File: src/rtl/fp_add_scheduler_if.sv
// Request, adder and response signals shared between the issuing logic and the scheduler.
interface fp_add_scheduler_if;
    logic        req0_valid;
    logic        req0_ready;
    logic [23:0] req0_op;
    logic        req1_valid;
    logic        req1_ready;
    logic [23:0] req1_op;
    logic [23:0] add_op;
    logic [11:0] add_res;
    logic        rsp_valid;
    logic        rsp_ready;
    logic        rsp_id;
    logic [11:0] rsp_data;
    logic        busy;
    logic [7:0]  done_cnt;

    modport slave (
        input  req0_valid, req0_op, req1_valid, req1_op, add_res, rsp_ready,
        output req0_ready, req1_ready, add_op, rsp_valid, rsp_id, rsp_data, busy, done_cnt
    );

    modport master (
        output req0_valid, req0_op, req1_valid, req1_op, add_res, rsp_ready,
        input  req0_ready, req1_ready, add_op, rsp_valid, rsp_id, rsp_data, busy, done_cnt
    );
endinterface

File: src/rtl/fp_add_scheduler.sv
// Round-robin sequencer sharing one FP adder between two requesters; holds operands
// for ADD_LAT cycles, captures the result and returns it tagged with the requester id.
module fp_add_scheduler #(
    parameter int unsigned ADD_LAT = 1
) (
    input logic               clk,
    input logic               rst,
    fp_add_scheduler_if.slave bus
);
    typedef enum logic [1:0] {IDLE, WAIT, RESP} state_t;

    localparam logic [3:0] LAT = 4'(ADD_LAT);

    state_t      state;
    logic [23:0] op_reg;
    logic        id_reg;
    logic        last_grant;
    logic [3:0]  cnt;
    logic [11:0] rsp_data_r;
    logic        rsp_valid_r;
    logic        busy_r;
    logic [7:0]  done_cnt_r;
    logic        grant1;
    logic        accept;

    // On a tie the requester that did not win last time is granted.
    always_comb begin
        grant1 = bus.req1_valid & (~bus.req0_valid | ~last_grant);
        accept = (state == IDLE) & ~rst & (bus.req0_valid | bus.req1_valid);
    end

    assign bus.req0_ready = accept & ~grant1;
    assign bus.req1_ready = accept & grant1;
    assign bus.add_op     = op_reg;
    assign bus.rsp_valid  = rsp_valid_r;
    assign bus.rsp_id     = id_reg;
    assign bus.rsp_data   = rsp_data_r;
    assign bus.busy       = busy_r;
    assign bus.done_cnt   = done_cnt_r;

    always_ff @(posedge clk) begin
        if (rst) begin
            state       <= IDLE;
            op_reg      <= '0;
            id_reg      <= 1'b0;
            last_grant  <= 1'b1;
            cnt         <= '0;
            rsp_data_r  <= '0;
            rsp_valid_r <= 1'b0;
            busy_r      <= 1'b0;
            done_cnt_r  <= '0;
        end else begin
            case (state)
                IDLE: begin
                    if (accept) begin
                        op_reg     <= grant1 ? bus.req1_op : bus.req0_op;
                        id_reg     <= grant1;
                        last_grant <= grant1;
                        cnt        <= LAT;
                        busy_r     <= 1'b1;
                        state      <= WAIT;
                    end
                end
                WAIT: begin
                    cnt <= cnt - 4'd1;
                    // Result is sampled in the last of the ADD_LAT hold cycles.
                    if (cnt == 4'd1) begin
                        rsp_data_r  <= bus.add_res;
                        rsp_valid_r <= 1'b1;
                        state       <= RESP;
                    end
                end
                RESP: begin
                    if (bus.rsp_ready) begin
                        done_cnt_r  <= done_cnt_r + 8'd1;
                        rsp_valid_r <= 1'b0;
                        busy_r      <= 1'b0;
                        state       <= IDLE;
                    end
                end
                default: state <= IDLE;
            endcase
        end
    end
endmodule

File: src/flat_wrapper.sv
// flat-port wrapper written by rule: the top's interface ports become plain ports
module fp_add_scheduler_flat 
#(
    parameter int unsigned ADD_LAT = 1
)
  (clk, rst, bus_req0_valid, bus_req0_op, bus_req1_valid, bus_req1_op, bus_add_res, bus_rsp_ready, bus_req0_ready, bus_req1_ready, bus_add_op, bus_rsp_valid, bus_rsp_id, bus_rsp_data, bus_busy, bus_done_cnt);
  fp_add_scheduler_if bus_i ();
  input logic clk;
  input logic rst;
  input wire logic [$bits(bus_i.req0_valid)-1:0] bus_req0_valid;
  input wire logic [$bits(bus_i.req0_op)-1:0] bus_req0_op;
  input wire logic [$bits(bus_i.req1_valid)-1:0] bus_req1_valid;
  input wire logic [$bits(bus_i.req1_op)-1:0] bus_req1_op;
  input wire logic [$bits(bus_i.add_res)-1:0] bus_add_res;
  input wire logic [$bits(bus_i.rsp_ready)-1:0] bus_rsp_ready;
  output wire logic [$bits(bus_i.req0_ready)-1:0] bus_req0_ready;
  output wire logic [$bits(bus_i.req1_ready)-1:0] bus_req1_ready;
  output wire logic [$bits(bus_i.add_op)-1:0] bus_add_op;
  output wire logic [$bits(bus_i.rsp_valid)-1:0] bus_rsp_valid;
  output wire logic [$bits(bus_i.rsp_id)-1:0] bus_rsp_id;
  output wire logic [$bits(bus_i.rsp_data)-1:0] bus_rsp_data;
  output wire logic [$bits(bus_i.busy)-1:0] bus_busy;
  output wire logic [$bits(bus_i.done_cnt)-1:0] bus_done_cnt;
  assign bus_i.req0_valid = bus_req0_valid;
  assign bus_i.req0_op = bus_req0_op;
  assign bus_i.req1_valid = bus_req1_valid;
  assign bus_i.req1_op = bus_req1_op;
  assign bus_i.add_res = bus_add_res;
  assign bus_i.rsp_ready = bus_rsp_ready;
  assign bus_req0_ready = bus_i.req0_ready;
  assign bus_req1_ready = bus_i.req1_ready;
  assign bus_add_op = bus_i.add_op;
  assign bus_rsp_valid = bus_i.rsp_valid;
  assign bus_rsp_id = bus_i.rsp_id;
  assign bus_rsp_data = bus_i.rsp_data;
  assign bus_busy = bus_i.busy;
  assign bus_done_cnt = bus_i.done_cnt;
  fp_add_scheduler #(.ADD_LAT(ADD_LAT)) u_core (.clk(clk), .rst(rst), .bus(bus_i));
endmodule
File: config.mk
export PLATFORM = sky130hd
export DESIGN_NAME = fp_add_scheduler_flat
export DESIGN_NICKNAME = d
export VERILOG_FILES = /design/src/rtl/fp_add_scheduler_if.sv /design/src/rtl/fp_add_scheduler.sv /design/src/flat_wrapper.sv
export SDC_FILE = /design/constraint.sdc
export NUM_CORES = 1
export LEC_CHECK = 0
export ABC_CLOCK_PERIOD_IN_PS = 1940
export BUFFER_PORTS_ARGS = -buffer_cell sky130_fd_sc_hd__buf_2
export CAP_MARGIN = 20
export CORE_UTILIZATION = 30
export CTS_CLUSTER_SIZE = 10
export DETAILED_ROUTE_END_ITERATION = 8
export SLEW_MARGIN = 20
export SYNTH_ARGS = -nofsm -noshare
export SYNTH_HDL_FRONTEND = slang
export SYNTH_SLANG_ARGS = --single-unit
File: constraint.sdc
create_clock -name clk -period 1.94 [get_ports clk]
set_input_delay 0.097 -clock clk [delete_from_list [all_inputs] [get_ports clk]]
set_output_delay 0.097 -clock clk [all_outputs]
set_load 0.05 [all_outputs]
==> flow_summary.json, run 1 <==
{
  "skew_ns": 0.0123,
  "finalSetupViolCount": 0,
  "p_leak_nw": 1.50,
  "timing.slew.headroom_pct": 68.2,
  "design.core.area_um2": 7330,
  "synth-xor-area-share_pct": 1.14,
  "cts.path.max_buffers": 2,
  "synth_ff_type": "dfxtp_1",
  "r2r_cells": 4,
  "synth_cells": 243,
  "rsz0062_at_grt": "false",
  "synth_area_leaders": "dfxtp_1 47%, a221o_1 8.2%, and3_1 5.4%",
  "tightestPinTransition_ns": 0.478,
  "clock_latency_ns": 0.30,
  "grt_pass1_vias": 2146,
  "path_max_fanout": 21,
  "fin_crit_sh_pct": 92.7,
  "synth.largest_area_cell": "dfxtp_1",
  "track_usage_pct": 15.6,
  "numCtsBuffers": 5,
  "crit_type": "flip-flop to primary output",
  "switchingPower_mw": 0.929,
  "cts_setup_buffers": 0,
  "clkPwrFrac_pct": 24.5,
  "cp_data_required_time_ns": 1.84,
  "die_w_um": 89.7,
  "yosys_warnings": 0,
  "die_height_um": 89.7,
  "io_buffer_count": 113,
  "synthMuxAreaShare_pct": 0.434,
  "start_util_pct": 31.5,
  "dr.pass1.iters": 4,
  "cap_violations": 0,
  "postSynth.asyncResetShare_pct": 0,
  "drt_iter0_markers": 80,
  "path_clk_slew_ns": 0.10,
  "switching_share_pct": 34.9,
  "place_area_um2": 2940,
  "synth_most_common_cell": "dfxtp_1",
  "num_vias": 2338,
  "synth_nets": 311,
  "num_rows": 31,
  "ys_top_cells_by_count": "54 x dfxtp_1, 23 x a21oi_1, 23 x o21ai_0, 20 x and3_1, 19 x a221o_1",
  "power_per_cell_area_nw_per_um2": 853,
  "drt_wl_total_um": 6040,
  "worstSetupEndpointType": "primary output",
  "grt_start_max_net_pins": 31,
  "seq_power_share_pct": 47.4,
  "hold_viol": 0,
  "vias_per_cell": 5.10,
  "synth_enable_flop_cells": 0,
  "cts_max_level": 2,
  "antenna_cells": 0,
  "cts_root_buf": "clkbuf_8",
  "grt_antenna_before_repair": 0,
  "synth-compound-area-share_pct": 23.2,
  "place.gp.congestion": 0.720,
  "slew_violations": 0,
  "power_frac_comb_pct": 28.1,
  "die-area_um2": 8050,
  "ir_drop_v": 0.000412,
  "drc": 0,
  "synth-simple-area-share_pct": 21.2,
  "finalSetupTns_ns": 0,
  "intPower_mw": 1.73,
  "synth.avg_cell_area_um2": 9.49,
  "ys_seq_area_share_pct": 46.9,
  "ys_ff_latch": 54,
  "synth_top_family_by_area": "compound AO/OA/AOI/OAI gates",
  "io_pins": 114,
  "fillers": 730,
  "fin_nets": 426,
  "synthToLayoutAreaGrowth_pct": 35.3,
  "post_drt_wl_per_cell_um": 13.2,
  "hold_class": "input pin to flip-flop",
  "critPathLaunchType": "flip-flop",
  "synthDistinctLibCells": 39,
  "syn_area_um2": 2310,
  "grt_pass1_wl_um": 9760,
  "grt-ovfl-total": 0,
  "min_path_cells": 2,
  "fmax_mhz": 556,
  "finalInstanceArea_um2": 3120,
  "tritoncts": "built",
  "antenna_left": 0,
  "place_hpwl_um": 4240,
  "status": "finished, final reports clean",
  "crit_arrival_ns": 1.70,
  "synth_top_cell_area_share_pct": 46.9,
  "min_period_ns": 1.80,
  "synth_fa_ha_area_share_pct": 1.63,
  "cts.sinks": 54,
  "drive_above_1_share_pct": 37.9
}
## cells by family after synthesis
logic type      count (synthesis)
xor+xnor                        3
fa+ha+maj                       3
compound gates                 79
flops                          54
simple gates                   79
buf+inv                        24
mux                             1
## layout make-up
type	count	area, um^2	share of cell area [%]
multi-input cells	165	1100	35.3
flip-flops and latches	54	1080	34.6
repair buffers	128	704	22.6
well taps	99	124	3.97
clock buffers	6	82.6	2.65
inverters	4	15.0	0.481
clock inverters	2	12.5	0.401
## flip-flops by register name, summed over array words and instances, names as in the netlist
register              cells
u_core.bus.add_op        24
u_core.bus.rsp_data      12
u_core.bus.done_cnt       8
u_core.cnt                4
u_core.state              2
u_core.bus.busy           1
u_core.bus.rsp_id         1
u_core.bus.rsp_valid      1
u_core.last_grant         1
## critical path, cell delays in order (launching register included)
cell and delay, ns:
dfxtp_1 0.44, nor3_2 0.27, and3_1 0.19, buf_4 0.25, buf_4 0.25
## per-layer routing
metal / wire (um) / global-route usage [%] / part of all wire [%]
met1: 2840 / 19.5 / 47
met2: 2660 / 26.6 / 44
met3: 481 / 4.30 / 8.0
met4: 61 / 3.61 / 1.0
met5: 0 / 0 / 0
## power groups by stage
stage	clock, mW	sequential (mW)	combinational, mW
final	0.653	1.26	0.747
after CTS	0.683	1.26	0.748
after floorplan	0	1.53	0.293
after detailed placement	0	1.28	0.736
after global routing	0.730	1.28	0.806
after global placement	0	1.29	0.730
## placed cells by master (no fill, tap or decap), types with 2 or more instances in the layout
| cell | n |
|---|---|
| nand3_1 | 18 |
| dfxtp_1 | 54 |
| buf_4 | 7 |
| ha_1 | 3 |
| o21ai_0 | 23 |
| o31ai_1 | 2 |
| nand2b_1 | 3 |
| clkbuf_8 | 6 |
| or4_1 | 2 |
| nor3b_1 | 2 |
| and3_1 | 20 |
| inv_1 | 4 |
| nand4_1 | 7 |
| or3_1 | 4 |
| nand2_1 | 6 |
| buf_2 | 112 |
| a221o_1 | 19 |
| and2_1 | 2 |
| nor2_1 | 4 |
| a21oi_1 | 23 |
| dlygate4sd3_1 | 8 |
| xor2_1 | 2 |
| nand3b_1 | 3 |
| a31oi_1 | 6 |
| nor3_1 | 2 |
## final timing paths
kind / to / slack (ns) / startpoint
worst min-delay path: u_core.bus.add_op[2]$_SDFFE_PP0P_ / 0.008 / bus_req0_op[2]
worst min register to register: u_core.bus.rsp_id$_SDFFE_PP0P_ / 0.47 / u_core.bus.rsp_id$_SDFFE_PP0P_
worst max-delay path: bus_req0_ready / 0.14 / u_core.state[0]$_SDFFE_PP0P_
worst max register to register: u_core.bus.rsp_data[8]$_SDFFE_PP0P_ / 0.39 / u_core.cnt[0]$_SDFFE_PP0P_
## through the flow
| stage | std cells | setup slack (ns) | utilization [%] | power, mW | hold WS, ns |
|---|---|---|---|---|---|
| 3_5_place_dp | 442 | 0.399 | 40.1 | 2.02 | 0.327 |
| 6_report | 458 | 0.141 | 42.6 | 2.66 | 0.00761 |
| 2_1_floorplan | 243 | 0.338 | - | 1.82 | 0.236 |
| 3_3_place_gp | 442 | 0.432 | 40.1 | 2.02 | 0.321 |
| 4_1_cts | 458 | 0.0864 | 42.5 | 2.69 | 0.000537 |
| 5_1_grt | 458 | 0.00668 | 42.6 | 2.81 | 0.000665 |
## repair_timing
action	CTS	global route
hold endpoints to repair	8	0
endpoints found under the setup margin	0	2
gates resized for setup	0	3
hold buffers	8	0
Note: power is estimated with default switching activity, not from simulation.
==> run 2, diff against run 1 <==
--- a/constraint.sdc
+++ b/constraint.sdc
@@ -3,2 +3,2 @@
 set_output_delay 0.097 -clock clk [all_outputs]
-set_load 0.05 [all_outputs]
+set_load 0.02 [all_outputs]
==> run 2 against run 1 <==
Compared with the run above:
- via count shrank 4.2%
- critical path depth unchanged
- largest power group unchanged
- worst hold slack improved by 0.0023 ns
- sequential share of layout area up 0.68 points
==> flow_summary.json, run 2 (synthesized netlist as in run 1, its figures left out) <==
{
  "status": "finished, final reports clean",
  "min_path_cells": 2,
  "die_height_um": 89.7,
  "antenna_cells": 0,
  "layout_commonest_cell": "buf_2",
  "cts_max_level": 2,
  "rsz0062_at_grt": "false",
  "cts.path.max_buffers": 2,
  "dr.pass1.iters": 4,
  "worstPathBufferInverterCount": 2,
  "finalSetupViolCount": 0,
  "p_leak_nw": 1.48,
  "die-area_um2": 8050,
  "fin_crit_sh_pct": 92.5,
  "hold_viol": 0,
  "post_drt_wl_per_cell_um": 12.9,
  "ctsHoldBuffers": 2,
  "synthToLayoutAreaGrowth_pct": 32.7,
  "design.core.area_um2": 7330,
  "pre_cts_ws_ns": 0.349,
  "grt_pass1_wl_um": 9270,
  "clock_latency_ns": 0.31,
  "slowest_stage": "dfxtp_1",
  "multi_input_area_um2": 1100,
  "place_hpwl_um": 4100,
  "ir_drop_v": 0.000263,
  "cp_data_required_time_ns": 1.84,
  "final-seq-area_um2": 1080,
  "cts_resized": 0,
  "skew_ns": 0.00801,
  "drc": 0,
  "die_w_um": 89.7,
  "total_power_mw": 2.42,
  "drt_wl_total_um": 5840,
  "most-common-layout-cells": "113 x buf_2, 54 x dfxtp_1, 23 x o21ai_0, 23 x a21oi_1, 20 x and3_1",
  "drive_above_1_share_pct": 37.9,
  "crit_type": "flip-flop to primary output",
  "crit_arrival_ns": 1.70,
  "stdcell_count": 453,
  "power_per_cell_area_nw_per_um2": 792,
  "path_cells": "nor3_2 -> buf_4 -> and2_1 -> buf_2",
  "cts_root_buf": "clkbuf_8",
  "io_pins": 114,
  "path_max_fanout": 30,
  "slew_violations": 0,
  "cts_setup_buffers": 0,
  "numCtsBuffers": 5,
  "cp_num_cells": 4,
  "timing.slew.headroom_pct": 65.2,
  "place.gp.congestion": 0.735,
  "r2r_cells": 3,
  "largest_reg_flops": 24,
  "fin_nets": 422,
  "num_vias": 2239,
  "track_usage_pct": 14.8,
  "fmax_mhz": 557,
  "num_rows": 31,
  "cap_violations": 0,
  "numPlacedInstances": 441,
  "grt_pass1_vias": 2061,
  "grt_antenna_before_repair": 0,
  "grt_start_max_net_pins": 31,
  "start_util_pct": 31.5,
  "worstSetupEndpointType": "primary output",
  "vias_per_cell": 4.94,
  "hold_class": "input pin to flip-flop",
  "cts.sinks": 54,
  "antenna_left": 0,
  "grt-ovfl-total": 0,
  "cp_slowest_stage_delay_ns": 0.48,
  "drt_iter0_markers": 56,
  "layout_setup_ws_ns": 0.145,
  "path_clk_slew_ns": 0.09,
  "critPathLaunchType": "flip-flop",
  "tightestPinTransition_ns": 0.521,
  "finalSetupTns_ns": 0,
  "fillers": 757,
  "io_buffer_count": 113,
  "min_period_ns": 1.79,
  "tritoncts": "built",
  "path_delay_family": "flip-flops"
}
==> run 2: cell types whose count changed in the layout (fill, tap and decap cells not counted), sizes merged <==
| cell | change |
|---|---|
| dlygate4sd3 | -3 |
| clkinv | +1 |
| clkinvlp | -1 |
| clkbuf | -1 |
| buf | -1 |
==> run 2: worst reg2reg max path, delay by kind of cell, from the launching register on <==
family | cells | cell delay [ns]
DFF | 1 | 0.66
AOI/OAI and AO/OA | 1 | 0.15
and+or+nand+nor | 2 | 0.76
==> run 2: where the power goes <==
part / switching [mW] / internal [mW] / leakage, nW
clock network: 0.351 / 0.243 / 0.0438
registers: 0.0672 / 1.20 / 0.441
logic: 0.324 / 0.240 / 0.993
==> run 2: worst paths after layout <==
check                                         to                            from  slack [ns]
max reg2reg  u_core.bus.done_cnt[5]$_SDFFE_PP0P_    u_core.state[1]$_SDFFE_PP0P_        0.32
min            u_core.bus.add_op[1]$_SDFFE_PP0P_                  bus_req0_op[1]        0.01
min reg2reg       u_core.bus.rsp_id$_SDFFE_PP0P_  u_core.bus.rsp_id$_SDFFE_PP0P_        0.46
max                               bus_req1_ready    u_core.state[1]$_SDFFE_PP0P_        0.15
==> run 2: layout make-up <==
type	count	share of cell area [%]
Inverter	4	0.490
Timing Repair Buffer	124	21.6
Clock buffer	5	2.25
Tap cell	99	4.05
Sequential cell	54	35.3
Clock inverter	2	0.327
Multi-Input combinational cell	165	36.0
==> run 2: stage by stage <==
| step | hold WS (ns) | instance area [um^2] | util, % |
|---|---|---|---|
| finish | 0.00995 | 3060 | 41.8 |
| global route | 0.00000275 | 3060 | 41.8 |
| CTS | 0.000130 | 3030 | 41.4 |
| detailed placement | 0.328 | 2930 | 40.0 |
| global placement | 0.322 | 2930 | 40.0 |
| floorplan | 0.236 | 2310 | - |
==> run 2: layer usage <==
layer,GRT usage (%),up-vias,share of wire [%]
met5,0,-,0
met4,4.04,0,0.94
met3,4.57,8,8.3
met2,24.2,101,41
met1,18.7,999,49
li1,-,1131,-
==> run 3, diff against run 2 <==
--- a/config.mk
+++ b/config.mk
@@ -11,2 +11,3 @@
 export CORE_UTILIZATION = 30
+export CTS_CLUSTER_DIAMETER = 200
 export CTS_CLUSTER_SIZE = 10
==> constraint.sdc (replaced) <==
create_clock -name clk -period 1.94 [get_ports clk]
set_input_delay 0.388 -clock clk [delete_from_list [all_inputs] [get_ports clk]]
set_output_delay 0.388 -clock clk [all_outputs]
set_load 0.02 [all_outputs]
==> run 3 against run 2 <==
Compared with the run above:
- sequential share of layout area is 0.12 points lower
- combinational power rose by 2%
- sequential cell count unchanged
- global-route usage rose by 0.37 points
- final cell count fell by 0.44%
- register-to-register slack better by 0.05 ns
- die area did not move
- critical path type unchanged
- critical endpoint is now bus_req0_ready
==> flow_summary.json, run 3 (synthesized netlist as in run 1, its figures left out) <==
{
  "status": "finished, final reports clean",
  "cp_data_required_time_ns": 1.55,
  "cts.sinks": 54,
  "r2r_end": "u_core.bus.rsp_data[6]$_SDFFE_PP0P_",
  "r2r_slack_ns": 0.37,
  "slew_violations": 0,
  "cts_max_level": 2,
  "cts_root_buf": "clkbuf_8",
  "hp-start": "bus_req0_op[8]",
  "total_power_mw": 2.60,
  "start_util_pct": 31.5,
  "path_clk_slew_ns": 0.09,
  "crit_type": "flip-flop to primary output",
  "crit_arrival_ns": 1.37,
  "die-area_um2": 8050,
  "hold_viol": 0,
  "p_leak_nw": 1.49,
  "dr.pass1.iters": 4,
  "vias_per_cell": 4.98,
  "antenna_cells": 0,
  "cp_slowest_stage_delay_ns": 0.39,
  "path_cells": "nor3_4 -> and3_1 -> buf_2",
  "layout_commonest_cell": "buf_2",
  "tightestPinTransition_ns": 0.474,
  "grt-ovfl-total": 0,
  "die_w_um": 89.7,
  "fin_nets": 420,
  "fmax_mhz": 570,
  "cap_violations": 0,
  "cts_resized": 0,
  "min_path_cells": 2,
  "largest_reg_flops": 24,
  "path_delay_family": "simple AND/OR/NAND/NOR gates",
  "fin_crit_sh_pct": 90.4,
  "path_max_fanout": 10,
  "grt_pass1_wl_um": 9340,
  "io_buffer_count": 113,
  "grt_antenna_before_repair": 0,
  "antenna_left": 0,
  "num_vias": 2247,
  "grt_start_max_net_pins": 33,
  "finalSetupViolCount": 0,
  "drt_wl_total_um": 5890,
  "numCtsBuffers": 5,
  "drt_iter0_markers": 78,
  "die_height_um": 89.7,
  "r2r-start": "u_core.cnt[0]$_SDFFE_PP0P_",
  "slowest_stage": "dfxtp_2",
  "finalSetupTns_ns": 0,
  "skew_ns": 0.00809,
  "cts.path.max_buffers": 2,
  "hold_class": "input pin to flip-flop",
  "crit_start": "u_core.state[1]$_SDFFE_PP0P_",
  "rsz0062_at_grt": "false",
  "worstPathBufferInverterCount": 1,
  "num_rows": 31,
  "hold_path_end": "u_core.bus.add_op[8]$_SDFFE_PP0P_",
  "post_drt_wl_per_cell_um": 13.1,
  "power_per_cell_area_nw_per_um2": 845,
  "track_usage_pct": 15.1,
  "r2r_cells": 4,
  "tritoncts": "built",
  "timing.slew.headroom_pct": 68.4,
  "drive_above_1_share_pct": 39.2,
  "worstSetupEndpointType": "primary output",
  "place_hpwl_um": 4290,
  "min_period_ns": 1.75,
  "ir_drop_v": 0.000274,
  "clock_latency_ns": 0.30,
  "design.core.area_um2": 7330,
  "io_pins": 114,
  "critPathLaunchType": "flip-flop",
  "synthToLayoutAreaGrowth_pct": 33.3,
  "most-common-layout-cells": "113 x buf_2, 53 x dfxtp_1, 23 x o21ai_0, 23 x a21oi_1, 20 x and3_1",
  "grt_pass1_vias": 1992,
  "whs_ns": 0.299,
  "ctsHoldBuffers": 0,
  "cts_setup_buffers": 0,
  "drc": 0,
  "place.gp.congestion": 0.766
}
run 3: final cells by class:
type                       instances  area (um^2)
fill                             766         4260
multi-input combinational        165         1110
sequential                        54         1080
timing repair buffer             122          633
tap                               99          124
clock buffer                       6         82.6
clock inverter                     1         30.0
inverter                           4         15.0
run 3: report_power, final:
group	internal (mW)	switching [mW]
Sequential	1.20	0.0582
Combinational	0.240	0.335
Clock	0.413	0.354
Total	1.85	0.747
run 3: worst max path at each step:
| stage | to | slack (ns) | cells past startpoint |
|---|---|---|---|
| final | bus_req0_ready | 0.19 | 3 |
| after global routing | bus_req0_ready | 0.06 | 3 |
| after CTS | bus_req0_ready | 0.05 | 3 |
| after detailed placement | bus_req1_ready | 0.30 | 4 |
| after global placement | bus_req1_ready | 0.30 | 4 |
| after floorplan | bus_req1_ready | 0.27 | 4 |
run 3: worst register-to-register path: stages (launching register included):
cell and delay, ns:
dfxtp_1 0.41, ha_1 0.18, or3b_2 0.58, o21ai_0 0.20
a21oi_1 0.08
run 3: per-layer routing:
| metal | up-vias | share of wire [%] | global-route usage, % |
|---|---|---|---|
| met1 | 992 | 45 | 18.4 |
| met2 | 114 | 42 | 24.7 |
| met4 | 0 | 1.8 | 5.92 |
| li1 | 1130 | - | - |
| met5 | - | 0 | 0 |
| met3 | 11 | 10 | 5.21 |
run 3: per-stage QoR:
stage          cell area [um^2]  setup slack, ns  cells  utilization (%)
2_1_floorplan              2310            0.267    243                -
3_3_place_gp               2960            0.302    444             40.3
3_5_place_dp               2960            0.296    444             40.3
4_1_cts                    3070           0.0499    451             41.9
5_1_grt                    3080           0.0570    451             42.0
6_report                   3080            0.186    451             42.0
